## src/rtl/screen_sched_ctrl.sv

```systemverilog
// Frame-synchronous screen scheduler: picks start/play/game-over pixels and switches only on vsync falling edges.
// Optional black frames between screens are built when SCREEN_BLANK_EN is defined.
module screen_sched_ctrl #(
  parameter int BLANK_FRAMES = 2,
  parameter int RGB_W        = 8
) (
  input  logic             clk,
  input  logic             rst_n,
  input  logic             hsync_in,
  input  logic             vsync_in,
  input  logic             ready_in,
  input  logic             start_req,
  input  logic             play_req,
  input  logic             over_req,
  input  logic [RGB_W-1:0] start_rgb,
  input  logic [RGB_W-1:0] play_rgb,
  input  logic [RGB_W-1:0] over_rgb,
  output logic [RGB_W-1:0] rgb_out,
  output logic             hsync_out,
  output logic             vsync_out,
  output logic [1:0]       screen_id,
  output logic             switching
);

`ifdef SCREEN_BLANK_EN
  typedef enum logic [1:0] {SHOW, WAIT_FB, BLANK} state_t;
  localparam logic [3:0] BLANK_INIT = 4'(BLANK_FRAMES - 1);
  logic [3:0] blank_cnt_q;
`else
  typedef enum logic [1:0] {SHOW, WAIT_FB} state_t;
`endif

  state_t           state_q;
  logic [1:0]       screen_q;
  logic [1:0]       pend_q;
  logic             vs_q;
  logic             switching_q;
  logic [RGB_W-1:0] rgb_q;
  logic             hs_out_q;
  logic             vs_out_q;

  logic             fb;
  logic             req_vld;
  logic [1:0]       tgt;
  logic             black;
  logic [RGB_W-1:0] sel_rgb;

  assign fb = vs_q & ~vsync_in;

  // Simultaneous requests resolve as over > play > start.
  always_comb begin
    req_vld = start_req | play_req | over_req;
    tgt     = 2'd0;
    if (over_req)      tgt = 2'd2;
    else if (play_req) tgt = 2'd1;
  end

  always_ff @(posedge clk or negedge rst_n) begin
    if (!rst_n) begin
      state_q     <= SHOW;
      screen_q    <= 2'd0;
      pend_q      <= 2'd0;
      vs_q        <= 1'b1;
      switching_q <= 1'b0;
`ifdef SCREEN_BLANK_EN
      blank_cnt_q <= 4'd0;
`endif
    end else begin
      vs_q <= vsync_in;
      case (state_q)
        SHOW: begin
          if (req_vld && (tgt != screen_q)) begin
            pend_q      <= tgt;
            state_q     <= WAIT_FB;
            switching_q <= 1'b1;
          end
        end
        WAIT_FB: begin
          if (req_vld) pend_q <= tgt;
          if (fb) begin
`ifdef SCREEN_BLANK_EN
            state_q     <= BLANK;
            blank_cnt_q <= BLANK_INIT;
`else
            state_q     <= SHOW;
            screen_q    <= pend_q;
            switching_q <= 1'b0;
`endif
          end
        end
`ifdef SCREEN_BLANK_EN
        BLANK: begin
          if (req_vld) pend_q <= tgt;
          if (fb) begin
            if (blank_cnt_q == 4'd0) begin
              screen_q    <= pend_q;
              state_q     <= SHOW;
              switching_q <= 1'b0;
            end else begin
              blank_cnt_q <= blank_cnt_q - 4'd1;
            end
          end
        end
`endif
        default: begin
          state_q     <= SHOW;
          switching_q <= 1'b0;
        end
      endcase
    end
  end

`ifdef SCREEN_BLANK_EN
  assign black = (state_q == BLANK);
`else
  assign black = 1'b0;
`endif

  always_comb begin
    case (screen_q)
      2'd0:    sel_rgb = start_rgb;
      2'd1:    sel_rgb = play_rgb;
      default: sel_rgb = over_rgb;
    endcase
  end

  // One register stage keeps pixel and syncs mutually aligned.
  always_ff @(posedge clk or negedge rst_n) begin
    if (!rst_n) begin
      rgb_q    <= '0;
      hs_out_q <= 1'b1;
      vs_out_q <= 1'b1;
    end else begin
      hs_out_q <= hsync_in;
      vs_out_q <= vsync_in;
      rgb_q    <= (ready_in && !black) ? sel_rgb : '0;
    end
  end

  assign rgb_out   = rgb_q;
  assign hsync_out = hs_out_q;
  assign vsync_out = vs_out_q;
  assign screen_id = screen_q;
  assign switching = switching_q;

endmodule

```

## config.mk

```make
export PLATFORM = sky130hd
export DESIGN_NAME = screen_sched_ctrl
export DESIGN_NICKNAME = d
export VERILOG_FILES = /design/src/rtl/screen_sched_ctrl.sv
export SDC_FILE = /design/constraint.sdc
export NUM_CORES = 1
export LEC_CHECK = 0
export CAP_MARGIN = 20
export CORE_MARGIN = 2
export CORE_UTILIZATION = 36
export CTS_BUF_LIST = sky130_fd_sc_hd__clkbuf_4 sky130_fd_sc_hd__clkbuf_8 sky130_fd_sc_hd__clkbuf_16
export CTS_CLUSTER_DIAMETER = 150
export DETAILED_ROUTE_END_ITERATION = 8
export PLACE_DENSITY = 0.78
export SLEW_MARGIN = 25
export SYNTH_ARGS = -nofsm -noshare
export SYNTH_HDL_FRONTEND = slang
export SYNTH_SLANG_ARGS = --single-unit
```

## constraint.sdc

```tcl
create_clock -name clk -period 1.9 [get_ports clk]
set_input_delay 0.57 -clock clk [delete_from_list [all_inputs] [get_ports clk]]
set_output_delay 0.57 -clock clk [all_outputs]
set_load 0.01 [all_outputs]
```

After elaboration in Yosys (flattened, before gate mapping)
Index checks and enable logic that the tools add are counted.

operators by class
  add/subtract/negate cells = 0
  $mul = 0
  divide/modulo/power cells = 0
  order comparisons = 0
  equality and inequality tests = 6
  shift-type cells = 0
  muxes and demuxes = 13
  bitwise gates (word level) = 4
  reduce and logical (&&, ||, !) cells = 7

operator list
  cell                  count
  $pmux W8 S2           1
  $mux W2               5
  $mux W8               1
  $pmux W2 S2           2
  $ne A2 B2 Y1 const B  3
  $eq A2 B1 Y1 const B  2
  $logic_not A2 Y1      2
  $reduce_and A2 Y1     2
  $mux W1               3
  $reduce_and A3 Y1     1
  $ne A2 B2 Y1          1
  $or A1 B1 Y1          2
  $pmux W1 S2           1
  $reduce_bool A2 Y1    1
  $and A1 B1 Y1         1
  $logic_and A1 B1 Y1   1
  $not A1 Y1            1

word-level totals
  register bits after elaboration = 17
  bits in latches = 0
  RAM bits = 0
  ROM bits = 0
  input port bits = 32
  output and inout bits = 13
  logic and storage cells = 37
  memories kept = 0

Depth between registers and ports, before layout
Gate-level depths: netlist (run 1).

  word-level depth = 6
  gate-level depth with buffers = 5
  gate-level depth less buffers = 3

Least setup slack after synthesis (run 1)
Ideal clock, no wire load.

  path kind = input to register
  start point = in over_req
  end point = reg pend_q[1]
  setup time = 63 ps
  arrival time = 1471 ps
  required time = 1837 ps
  path slack = 366 ps
  cell stages on the path = 3
  buffers on the path = 0
  path through = or4_4 > a221oi_2 > o32a_2

on the way
  cells in the longest elaborated chain, start to end = 5
  elaborated cells between the ends (all ways) = 10
  those cells by class = eq/ne (3); mux (4); bitwise (1); reduce/logical (2)

RTL lines
  element                      RTL line  text
  start, declared              14        input logic over_req,
  $mux W2                      54        if (over_req) tgt = 2'd2;
  $ne A2 B2 Y1                 72        if (req_vld && (tgt != screen_q)) begin
  $logic_and A1 B1 Y1          72
  $ne A2 B2 Y1 (no line)       -
  $reduce_and A3 Y1 (no line)  -
  end signal, assigned         73        pend_q <= tgt;
  end signal, assigned         79        if (req_vld) pend_q <= tgt;
  end, declared                35        logic [1:0] pend_q;

Several ways; a longest one is shown, not always the timed one. The select of a mux whose other input is x is not followed.
A chain may end at the register's enable or synchronous reset.

Worst setup path after layout (run 1)
  start point = reg screen_q[0], in the netlist screen_id[0]
  end point = out screen_id[0]

RTL lines
  element                 RTL line  text
  start, declared         34        logic [1:0] screen_q;
  start signal, assigned  86        screen_q <= pend_q;
  end, declared           21        output logic [1:0] screen_id,

No word-level cell between the ends.

==> flow_summary.json, run 1 <==
{
  "status": "finished clean",
  "yosys_register_bits": 15,
  "final_util_pct": 65.1,
  "yosys.area.top_type": "dfrtp_1",
  "core_um2": 1960,
  "start_kind": "flip-flop",
  "power_frac_clock_pct": 18.8,
  "root_buffer": "clkbuf_4",
  "combPwrFrac_pct": 41.4,
  "fin_tns_setup_ns": 0,
  "drive_above_1_share_pct": 14.0,
  "diodes": 0,
  "power_mw": 1.05,
  "port_buffers": 44,
  "crit_family": "buffers and inverters",
  "grt_usage_pct": 15.6,
  "synth-edff-count": 0,
  "worstPathCellList": "clkdlybuf4s50_1",
  "cp.arrival_ns": 1.28,
  "syn_area_um2": 743,
  "ys_top_cells_by_count": "13 x dfrtp_1, 10 x nand2_1, 10 x o21ai_0",
  "start_util_pct": 37.9,
  "tritoncts": "done",
  "area_delta_synth_final_pct": 71.7,
  "pwr-share-seq_pct": 39.8,
  "slowest_stage": "clkdlybuf4s50_1",
  "min_period_over_period_pct": 97.3,
  "grt_pass1_wl_um": 2900,
  "synth.distinct_cells": 22,
  "ant_nets": 0,
  "rows": 16,
  "place_congestion": 0.844,
  "maxCapViolations": 0,
  "hpwl_um": 1520,
  "p_sw_share_pct": 30.6,
  "via_per_inst": 4.81,
  "finalMaxSlewViolations": 0,
  "synth_area_per_cell_um2": 10.5,
  "intPower_uw": 730,
  "ys_warn_count": 0,
  "die_y_um": 49.4,
  "cts.htree.levels": 1,
  "area.sequential_um2": 380,
  "p_sw_uw": 321,
  "crit_path_end_kind": "primary output",
  "hold_violations": 0,
  "slew_headroom_pct": 83.2,
  "dieWidth_um": 49.4,
  "n_fill_cell": 171,
  "clockBufferDepth": 2,
  "drcViolationCount": 0,
  "clk_pin_slew_ns": 0.09,
  "cpPeakStageDelay_ns": 0.56,
  "rsz0062_at_grt": "no",
  "async_flop_share_pct": 100,
  "worst-setup-path-type": "reg -> out",
  "grt_antenna_before_repair": 0,
  "path_buf_inv": 1,
  "overflow": 0,
  "grt_pass1_vias": 640,
  "die-area_um2": 2440,
  "cts_sinks": 15,
  "drt_iter0_markers": 11,
  "wire_per_inst_um": 12.7,
  "syn_inst": 71,
  "syn_nets": 103,
  "worst_pin_slew_ns": 0.251,
  "min_period_ns": 1.85,
  "hp-class": "reg -> reg",
  "max-vdd-ir-drop_uv": 464,
  "yosysMostFrequentCell": "dfrtp_1",
  "grt_max_degree": 22,
  "netlist.area_leader.share_pct": 43.8,
  "critPathMaxFanout": 7,
  "wirelength_um": 1870,
  "ctsHoldBuffers": 0,
  "cp.required_ns": 1.33,
  "ioPinCount": 45,
  "setup_viol": 0,
  "multiInputGateArea_um2": 342,
  "clock_latency_ns": 0.28,
  "postCtsSetupBuffers": 0,
  "power.density_nw_per_um2": 823,
  "max_freq_mhz": 541,
  "ys_seq_area_share_pct": 50.8,
  "cts_buffers": 3,
  "synthTopCellsByArea": "dfrtp_1 44%, mux2i_1 11%, dfstp_2 7.1%",
  "vias": 712,
  "nets": 154,
  "cellLeakagePower_nw": 0.538,
  "dr.pass1.iters": 2,
  "synth_flop_cell": "dfrtp_1",
  "finalClockSkew_ns": 0.00374
}
-- layout by cell type (no fill, tap or decap) --
cell type and n:
o211a_1 1, nor2b_1 1, or4_4 1, nand3b_1 1, nand2b_1 1, a2bb2oi_1 2, clkdlybuf4s50_1 42, dlygate4sd2_1 1
dlymetal6s2s_1 1, dfrtp_2 2, nand2_1 10, and2_1 8, o32ai_1 1, xnor2_1 1, or3b_1 1, clkbuf_4 4
a221oi_2 1, dfrtp_1 11, dfstp_2 2, o32a_2 1, mux2i_1 8, nor2_1 1, o21ai_0 10, buf_4 5
or4_2 1, inv_1 3
-- repair_timing --
item,in CTS,in global routing
gates resized for setup,3,1
endpoints found under the setup margin,3,1
cloned,0,0
-- power by group through the flow --
stage | Clock [mW] | Combinational, mW | Sequential (mW)
2_1_floorplan | 0 | 0.190 | 0.439
3_3_place_gp | 0 | 0.433 | 0.418
3_5_place_dp | 0 | 0.441 | 0.423
4_1_cts | 0.197 | 0.441 | 0.418
5_1_grt | 0.222 | 0.470 | 0.423
6_report | 0.198 | 0.435 | 0.418
-- final cells by class --
cell class,count,area share [%]
multi-input cells,50,26.8
repair buffers,49,37.5
well taps,27,2.65
inverters,3,0.882
flip-flops and latches,15,29.8
clock buffers,4,2.35
-- through the flow --
| step | worst slack [ns] | instance area, um2 | hold slack [ns] | cells |
|---|---|---|---|---|
| floorplan | 0.366 | 743 | 0.274 | 71 |
| global placement | -0.107 | 1240 | 0.496 | 144 |
| detailed placement | -0.127 | 1240 | 0.509 | 144 |
| CTS | 0.00423 | 1270 | 0.530 | 148 |
| global route | 0.00500 | 1280 | 0.570 | 148 |
| finish | 0.0510 | 1280 | 0.548 | 148 |
-- per-layer routing --
layer / global-route usage (%) / vias to the layer above / part of all wire [%]
met2: 27.7 / 21 / 54
met3: 2.45 / 4 / 4.0
met1: 17.9 / 339 / 40
li1: - / 348 / -
met4: 8.33 / 0 / 2.2
met5: 0 / - / 0
-- registers in the layout (all words and copies together), names as in the netlist --
signal / count
screen_id: 2
pend_q: 2
vsync_out: 1
hsync_out: 1
switching: 1
rgb_out: 8
-- worst reg2reg max path, delay by kind of cell (launching register included) --
family	cells	cell delay, ns
and+or+nand+nor	1	0.42
AOI/OAI and AO/OA	2	0.44
buffers and inverters	1	0.20
DFF	1	0.38
-- cells by family (layout without fill, tap and decap cells) --
kind of cell,after synthesis,in the layout,synth area share [%]
XOR/XNOR,1,1,1.18
flip-flops,15,15,50.8
multiplexers,8,8,10.8
AO/OA/AOI/OAI,16,16,15.2
AND/OR/NAND/NOR,25,25,18.9
buffers and inverters,6,56,3.20
-- path summary, 6_finish.rpt --
path / start / end / slack, ns / depth (start not counted)
worst max-delay path: screen_id[0]$_DFFE_PN0P_ / screen_id[0] / 0.05 / 1
worst min-delay path: pend_q[1]$_DFFE_PN0P_ / pend_q[1]$_DFFE_PN0P_ / 0.55 / 1
worst max register to register: screen_id[1]$_DFFE_PN0P_ / pend_q[1]$_DFFE_PN0P_ / 0.41 / 4
worst min register to register: pend_q[1]$_DFFE_PN0P_ / pend_q[1]$_DFFE_PN0P_ / 0.55 / 1
max in group asynchronous: rst_n / hsync_out$_DFF_PN1_ / 1.07 / 2
min in group asynchronous: rst_n / switching$_DFFE_PN0P_ / 0.59 / 2
Power figures use the tool's default switching activity.
==> run 2, diff against run 1 <==
--- a/config.mk
+++ b/config.mk
@@ -12,6 +12,7 @@
 export CTS_CLUSTER_DIAMETER = 150
 export DETAILED_ROUTE_END_ITERATION = 8
 export PLACE_DENSITY = 0.78
+export RECOVER_POWER = 25
 export SLEW_MARGIN = 25
 export SYNTH_ARGS = -nofsm -noshare
 export SYNTH_HDL_FRONTEND = slang
==> run 2 against run 1 <==
Compared with the run above: via count unchanged; clock skew unchanged; global-route usage did not move; sequential share of layout area rose by 0.088 points; count of clock-buffer cells in the layout unchanged; register-to-register slack hardly changed; clock power hardly changed; total power decreased by 0.18%; largest cell class unchanged; design area down 0.29%; highest routed layer unchanged; worst setup slack stayed put.
==> flow_summary.json, run 2 (synthesis results as in run 1) <==
{
  "grt_antenna_before_repair": 0,
  "reg2reg_from": "screen_id[1]$_DFFE_PN0P_",
  "cp.arrival_ns": 1.28,
  "reg2regPathDepth": 4,
  "worst-setup-path-type": "reg -> out",
  "grt_usage_pct": 15.6,
  "grt_pass1_vias": 640,
  "crit_path_end_kind": "primary output",
  "wirelength_um": 1870,
  "port_buffers": 44,
  "final_util_pct": 64.9,
  "wire_per_inst_um": 12.6,
  "hpwl_um": 1520,
  "cts_sinks": 15,
  "ctsHoldBuffers": 0,
  "power_mw": 1.05,
  "root_buffer": "clkbuf_4",
  "n_fill_cell": 173,
  "placedInstanceArea_um2": 1240,
  "dp.cells": 144,
  "drt_iter0_markers": 11,
  "slowest_stage": "clkdlybuf4s50_1",
  "rows": 16,
  "overflow": 0,
  "hold_violations": 0,
  "drcViolationCount": 0,
  "final_common_cell": "clkdlybuf4s50_1",
  "holdWs_ns": 0.548,
  "r2r_end": "pend_q[1]$_DFFE_PN0P_",
  "finalMaxSlewViolations": 0,
  "fin_cells": 148,
  "tritoncts": "done",
  "cpPeakStageDelay_ns": 0.56,
  "diodes": 0,
  "slew_headroom_pct": 49.4,
  "p_sw_share_pct": 30.6,
  "clockBufferDepth": 2,
  "crit_cells": 1,
  "place_congestion": 0.844,
  "largest_reg_flops": 8,
  "max_freq_mhz": 541,
  "drive_above_1_share_pct": 13.2,
  "worst_pin_slew_ns": 0.759,
  "ant_nets": 0,
  "ioPinCount": 45,
  "path_buf_inv": 1,
  "cp.required_ns": 1.33,
  "rsz0062_at_grt": "no",
  "crit_family": "buffers and inverters",
  "area.sequential_um2": 380,
  "critPathCapture": "screen_id[0]",
  "setup_viol": 0,
  "final_cell_mix": "40 x clkdlybuf4s50_1, 11 x dfrtp_1, 10 x nand2_1, 10 x o21ai_0",
  "finalClockSkew_ns": 0.00374,
  "grt_max_degree": 22,
  "pwr-share-seq_pct": 39.8,
  "cellLeakagePower_nw": 0.535,
  "p_sw_uw": 321,
  "max-vdd-ir-drop_uv": 464,
  "core_um2": 1960,
  "start_kind": "flip-flop",
  "power_frac_clock_pct": 18.9,
  "combPwrFrac_pct": 41.3,
  "power.density_nw_per_um2": 824,
  "critPathMaxFanout": 7,
  "maxCapViolations": 0,
  "critPathLaunch": "screen_id[0]$_DFFE_PN0P_",
  "multiInputGateArea_um2": 342,
  "min_period_over_period_pct": 97.3,
  "clock_latency_ns": 0.28,
  "vias": 712,
  "min_period_ns": 1.85,
  "hp-class": "reg -> reg",
  "worstPathCellList": "clkdlybuf4s50_1",
  "whs_path_depth": 1,
  "rrSetupSlack_ns": 0.41,
  "clk_pin_slew_ns": 0.09,
  "intPower_uw": 728,
  "via_per_inst": 4.81,
  "dr.pass1.iters": 2,
  "cts.htree.levels": 1,
  "die_y_um": 49.4,
  "die-area_um2": 2440,
  "area_delta_synth_final_pct": 71.2,
  "status": "finished clean",
  "final_area_um2": 1270,
  "grt_pass1_wl_um": 2900,
  "cts_buffers": 3,
  "dieWidth_um": 49.4,
  "start_util_pct": 37.9,
  "nets": 154
}
run 2: worst min-delay path by stage:
stage                                from                    end  slack (ns)
CTS                 pend_q[1]$_DFFE_PN0P_  pend_q[1]$_DFFE_PN0P_        0.53
detailed placement  pend_q[1]$_DFFE_PN0P_  pend_q[1]$_DFFE_PN0P_        0.51
finish              pend_q[1]$_DFFE_PN0P_  pend_q[1]$_DFFE_PN0P_        0.55
global route        pend_q[1]$_DFFE_PN0P_  pend_q[1]$_DFFE_PN0P_        0.57
global placement    pend_q[1]$_DFFE_PN0P_  pend_q[1]$_DFFE_PN0P_        0.50
floorplan                           rst_n  pend_q[0]$_DFFE_PN0P_        0.27
run 2: through the flow:
stage | setup WS [ns] | setup TNS [ns]
2_1_floorplan | 0.366 | 0
3_3_place_gp | -0.107 | -0.114
3_5_place_dp | -0.127 | -0.146
4_1_cts | 0.00423 | 0
5_1_grt | 0.00500 | 0
6_report | 0.0510 | 0
run 2: what timing repair did:
item	4_1_cts	5_1_grt
resized for setup	3	1
buffers inserted	0	0
endpoints found under the setup margin	3	1
pin swaps	0	0
run 2: final cells by class:
type,instances,area share [%]
sequential,15,29.9
tap,27,2.65
inverter,3,0.885
timing repair buffer,49,37.4
clock buffer,4,2.36
multi-input combinational,50,26.8
run 2: power by group through the flow:
stage | logic [mW] | registers [mW] | clock network [mW]
final | 0.433 | 0.418 | 0.198
after global routing | 0.468 | 0.423 | 0.222
after CTS | 0.441 | 0.418 | 0.197
after detailed placement | 0.441 | 0.423 | 0
after global placement | 0.433 | 0.418 | 0
after floorplan | 0.190 | 0.439 | 0
run 2: metal layers:
layer	track usage [%]	up-vias	part of all wire, %
met5	0	-	0
met4	8.33	0	2.2
met2	27.7	21	54
met3	2.45	4	4.0
met1	17.9	339	40
li1	-	348	-
==> RTL change 1 (settings of run 2) <==
The parameter `RGB_W` goes from 8 to 6.
--- a/src/rtl/screen_sched_ctrl.sv
+++ b/src/rtl/screen_sched_ctrl.sv
@@ -2,7 +2,7 @@
 // Optional black frames between screens are built when SCREEN_BLANK_EN is defined.
 module screen_sched_ctrl #(
   parameter int BLANK_FRAMES = 2,
-  parameter int RGB_W        = 8
+  parameter int RGB_W        = 6
 ) (
   input  logic             clk,
   input  logic             rst_n,
Ports: changed (resized over_rgb, play_rgb, rgb_out and start_rgb); port bits go from 45 to 37. No check against the original RTL was run, so the function may have changed too.
==> RTL change 1 against run 2 <==
- setup slack better by 0.027 ns
- clock power fell by 9%
- power down 8.5%
- cell area is 17% lower
- sequential cell count decreased by 2
- wire length decreased by 19%
- area after synthesis shrank 13%
- final cell count shrank 16%
- critical path type unchanged
- largest cell class unchanged
==> RTL change 1: results (changes against run 2) <==
metric	value	unit	change
hpwl dp	1190	um	-22%
path type of the worst min-delay path	flop to flop		
number of nets in the finished design	127		-18%
met3 global-route usage	2.35	%	-0.10 points
number of nets in the synthesized netlist	87		-16%
vias post-DR	574		-19%
combinational family with the most area after synthesis	simple AND/OR/NAND/NOR gates		
flip-flop count of the largest register, all copies and words added	6		-2
Critical-path top delay cell	clkdlybuf4s50_1		
Switching Fraction	30.9	%	+0.27 points
Clk Latency, worst-skew pair	0.27	ns	
number of placed instances, taps included	121		-16%
met1 usage in global routing	17.5	%	-0.46 points
synth top area cells	dfrtp_1 (43%), mux2i_1 (9.3%), dfstp_2 (8.1%), and2_1 (5.8%), o21ai_0 (5.4%)		
Placer Congestion	0.857		+1.5%
most numerous cell types in the synthesized netlist	dfrtp_1 (11), nand2_1 (7), o21ai_0 (7), and2_1 (6), mux2i_1 (6)		
share of post-route cells with drive strength above 1	9.00	%	-4.2 points
Hold Worst Slack	0.535	ns	-0.0129 ns
maximum number of pins on one net before global-route repair	19		-14%
setup slack of the most critical reg-to-reg path	0.56	ns	+0.15 ns
initial DRC count	10		-1
pwr dens	908	nW/um^2	+10%
via count of the first global-routing pass	576		-10%
proportion of register bits with asynchronous set or reset after synthesis	100	%	unchanged
GRT met2 Usage	28.6	%	+0.91 points
uppermost routed layer	met4		
Data arrival, critical path	1.25	ns	-0.03 ns
Routed Wire Length	1510	um	-19%
maximum operating frequency	549	MHz	+1.5%
average wire per standard cell	12.1	um	-4.6%
mux contribution to synthesized area	11.0	%	+0.27 points
detailed-routing wirelength on met1	634	um	-15%
amount of wire on met3 after detailed routing	61	um	-18%
cell family with the largest share of critical-path delay	buffers and inverters		
count of instances resized after the clock tree is built	1		-2
number of standard cells after synthesis	61		-14%
maximum ir drop on the vdd rail	0.000610	V	+32%
global-route wire length before repair	2350	um	-19%
register area share after synthesis	50.8	%	-0.067 points
Root Driver	clkbuf_4		
combined flip-flop and latch cell area	329	sq um	-13%
Synth Area in XOR/XNOR	1.36	%	+0.18 points
drt first pass iters	2		unchanged
Met2 Wirelength	797	um	-21%
run status	finished clean		
Comb power frac	43.0	%	+1.7 points
Inserted Diodes	0		unchanged
Pleak	0.451	nW	-16%
post-synthesis compound-gate area fraction	13.4	%	-1.8 points
post-placement setup slack	0.132	ns	+0.259 ns
count of fill cells added during filler insertion	155		-10%
post-place instance area	1020	sq um	-18%
# port buffers	36		-18%
Worst Max-Slew Pin Slew	0.578	ns	-0.182 ns
GRT Total Usage	15.8	%	+0.21 points
Clock Skews	0.00197	ns	-0.00177 ns
maximum fanout encountered on the critical timing path	7		unchanged
## RTL change 1: logic make-up after synthesis
logic type	after synthesis
compound gates	14
xor+xnor	1
buf+inv	7
flops	13
mux	7
simple gates	19
## RTL change 1: path summary, 6_finish.rpt
path / from / endpoint / cells after the start
max: switching$_DFFE_PN0P_ / switching / 1
min: pend_q[0]$_DFFE_PN0P_ / pend_q[0]$_DFFE_PN0P_ / 1
max reg2reg: screen_id[0]$_DFFE_PN0P_ / pend_q[0]$_DFFE_PN0P_ / 4
min reg2reg: pend_q[0]$_DFFE_PN0P_ / pend_q[0]$_DFFE_PN0P_ / 1
max in group asynchronous: rst_n / switching$_DFFE_PN0P_ / 1
min in group asynchronous: rst_n / screen_id[1]$_DFFE_PN0P_ / 1
## RTL change 1: layout make-up
cell class,count,share of cell area (%)
well taps,25,2.96
repair buffers,38,35.6
multi-input cells,41,26.0
flip-flops and latches,13,31.1
inverters,4,1.42
clock buffers,4,2.84
==> RTL change 2 (flow settings as in run 2) <==
Without the edit above. Remove the register `vs_out_q`: a continuous assignment takes its place, so the output `vsync_out` follows one clock earlier.
--- a/src/rtl/screen_sched_ctrl.sv
+++ b/src/rtl/screen_sched_ctrl.sv
@@ -129,13 +129,13 @@
     if (!rst_n) begin
       rgb_q    <= '0;
       hs_out_q <= 1'b1;
-      vs_out_q <= 1'b1;
     end else begin
       hs_out_q <= hsync_in;
-      vs_out_q <= vsync_in;
       rgb_q    <= (ready_in && !black) ? sel_rgb : '0;
     end
   end
+
+  assign vs_out_q = vsync_in;
 
   assign rgb_out   = rgb_q;
   assign hsync_out = hs_out_q;
Check against the original RTL: not equivalent (a bounded check fails within 4 cycles, from zero or initial values and one cycle with rst_n low).
==> RTL change 2 against run 2 <==
- sequential share of layout area fell by 0.059 points
- critical endpoint is now vsync_out
- utilization increased by 0.13 points
- highest routed layer unchanged
- area after synthesis up 1.0%
- largest power group unchanged
- wire length fell by 6.4%
- power shrank 2.0%
- cell area rose by 0.20%
- setup slack worse by 0.018 ns
- sequential cell count did not move
==> RTL change 2: results (changes against run 2) <==
metric	value	unit	change
Root Driver	clkbuf_4		
post-place instance area	1250	sq um	+0.60%
met3 global-route usage	3.03	%	+0.58 points
maximum ir drop on the vdd rail	0.000413	V	-11%
met1 usage in global routing	20.9	%	+3.0 points
Comb power frac	41.8	%	+0.5 points
number of standard cells after synthesis	72		+1.4%
most heavily used metal layer in global routing	met2		
Clock Skews	0.00502	ns	+0.00129 ns
clock group power	0.000179	W	-9.6%
vias post-DR	706		-0.84%
average wire per standard cell	11.8	um	-7.0%
register area share after synthesis	50.3	%	-0.51 points
count of unique library cells instantiated by Yosys	23		+4.5%
number of nets in the synthesized netlist	104		+0.97%
Yosys warnings	0		unchanged
synth top area cells	dfrtp_1 (43%), mux2i_1 (11%), dfstp_2 (7.0%), and2_1 (6.7%), o21ai_0 (6.7%)		
Inserted Diodes	0		unchanged
Placer Congestion	0.752		-11%
setup slack of the most critical reg-to-reg path	0.46	ns	+0.05 ns
global-route wire length before repair	2990	um	+3.1%
maximum fanout encountered on the critical timing path	2		-5
CTS Hold Buffers Added	0		unchanged
GRT met2 Usage	26.0	%	-1.7 points
maximum level of the CTS H-tree	1		unchanged
GRT Total Usage	15.7	%	+0.038 points
via count of the first global-routing pass	667		+4.2%
Pleak	0.530	nW	-0.83%
count of fill cells added during filler insertion	177		+2.3%
number of placed instances, taps included	145		+0.69%
Met2 Wirelength	895	um	-11%
flip-flop count of the largest register, all copies and words added	8		unchanged
Routed Wire Length	1750	um	-6.4%
Psw	0.000317	W	-1.4%
Worst Max-Slew Pin Slew	0.750	ns	-0.00940 ns
hpwl dp	1420	um	-6.6%
Switching Fraction	30.8	%	+0.18 points
critical path's largest stage delay	0.48	ns	-0.08 ns
initial DRC count	7		-4
run status	finished clean		
detailed-routing wirelength on met1	764	um	+2.4%
amount of wire on met3 after detailed routing	77	um	+4.1%
share of post-route cells with drive strength above 1	13.9	%	+0.71 points
cell family with the largest share of critical-path delay	buffers and inverters		
post-placement setup slack	-0.271	ns	-0.144 ns
number of nets in the finished design	155		+0.65%
CTS buffer count	3		unchanged
maximum number of pins on one net before global-route repair	18		-18%
drt first pass iters	4		+2
Data arrival, critical path	1.30	ns	+0.02 ns
-- RTL change 2: cell types whose count changed after synthesis, sizes merged --
cell  delta
buf      +1
-- RTL change 2: worst paths after layout --
kind                                  startpoint                    end  cells after the start
hold / removal             pend_q[1]$_DFFE_PN0P_  pend_q[1]$_DFFE_PN0P_                      1
max in group asynchronous                  rst_n  switching$_DFFE_PN0P_                      2
setup reg to reg           switching$_DFFE_PN0P_  pend_q[1]$_DFFE_PN0P_                      3
hold reg to reg            pend_q[1]$_DFFE_PN0P_  pend_q[1]$_DFFE_PN0P_                      1
min in group asynchronous                  rst_n   rgb_out[6]$_DFF_PN0_                      2
setup / recovery                        vsync_in              vsync_out                      2
-- RTL change 2: cells by family (layout without fill, tap and decap cells) --
kind of cell | Yosys count | in the layout | share of synthesized area, %
flops | 15 | 15 | 50.3
mux | 8 | 8 | 10.7
xor+xnor | 1 | 1 | 1.17
simple gates | 25 | 25 | 18.7
compound gates | 16 | 16 | 15.0
buf+inv | 7 | 57 | 4.17
-- RTL change 2: repair_timing --
action / CTS / global route
pin swaps: 0 / 0
gates resized for setup: 4 / 1
setup buffers: 0 / 0
setup endpoints to repair: 3 / 1
-- RTL change 2: through the flow --
| step | TNS, ns | hold slack, ns |
|---|---|---|
| after CTS | 0 | 0.526 |
| final | 0 | 0.522 |
| after detailed placement | -0.498 | 0.505 |
| after floorplan | 0 | 0.274 |
| after global placement | -0.413 | 0.498 |
| after global routing | 0 | 0.547 |
-- RTL change 2: area by class of cell --
type	count	area, sq um	area share [%]
sequential	15	380	29.8
multi-input combinational	50	342	26.8
clock buffer	3	22.5	1.77
inverter	3	11.3	0.883
tap	27	33.8	2.65
clock inverter	1	5.00	0.393
timing repair buffer	50	480	37.7
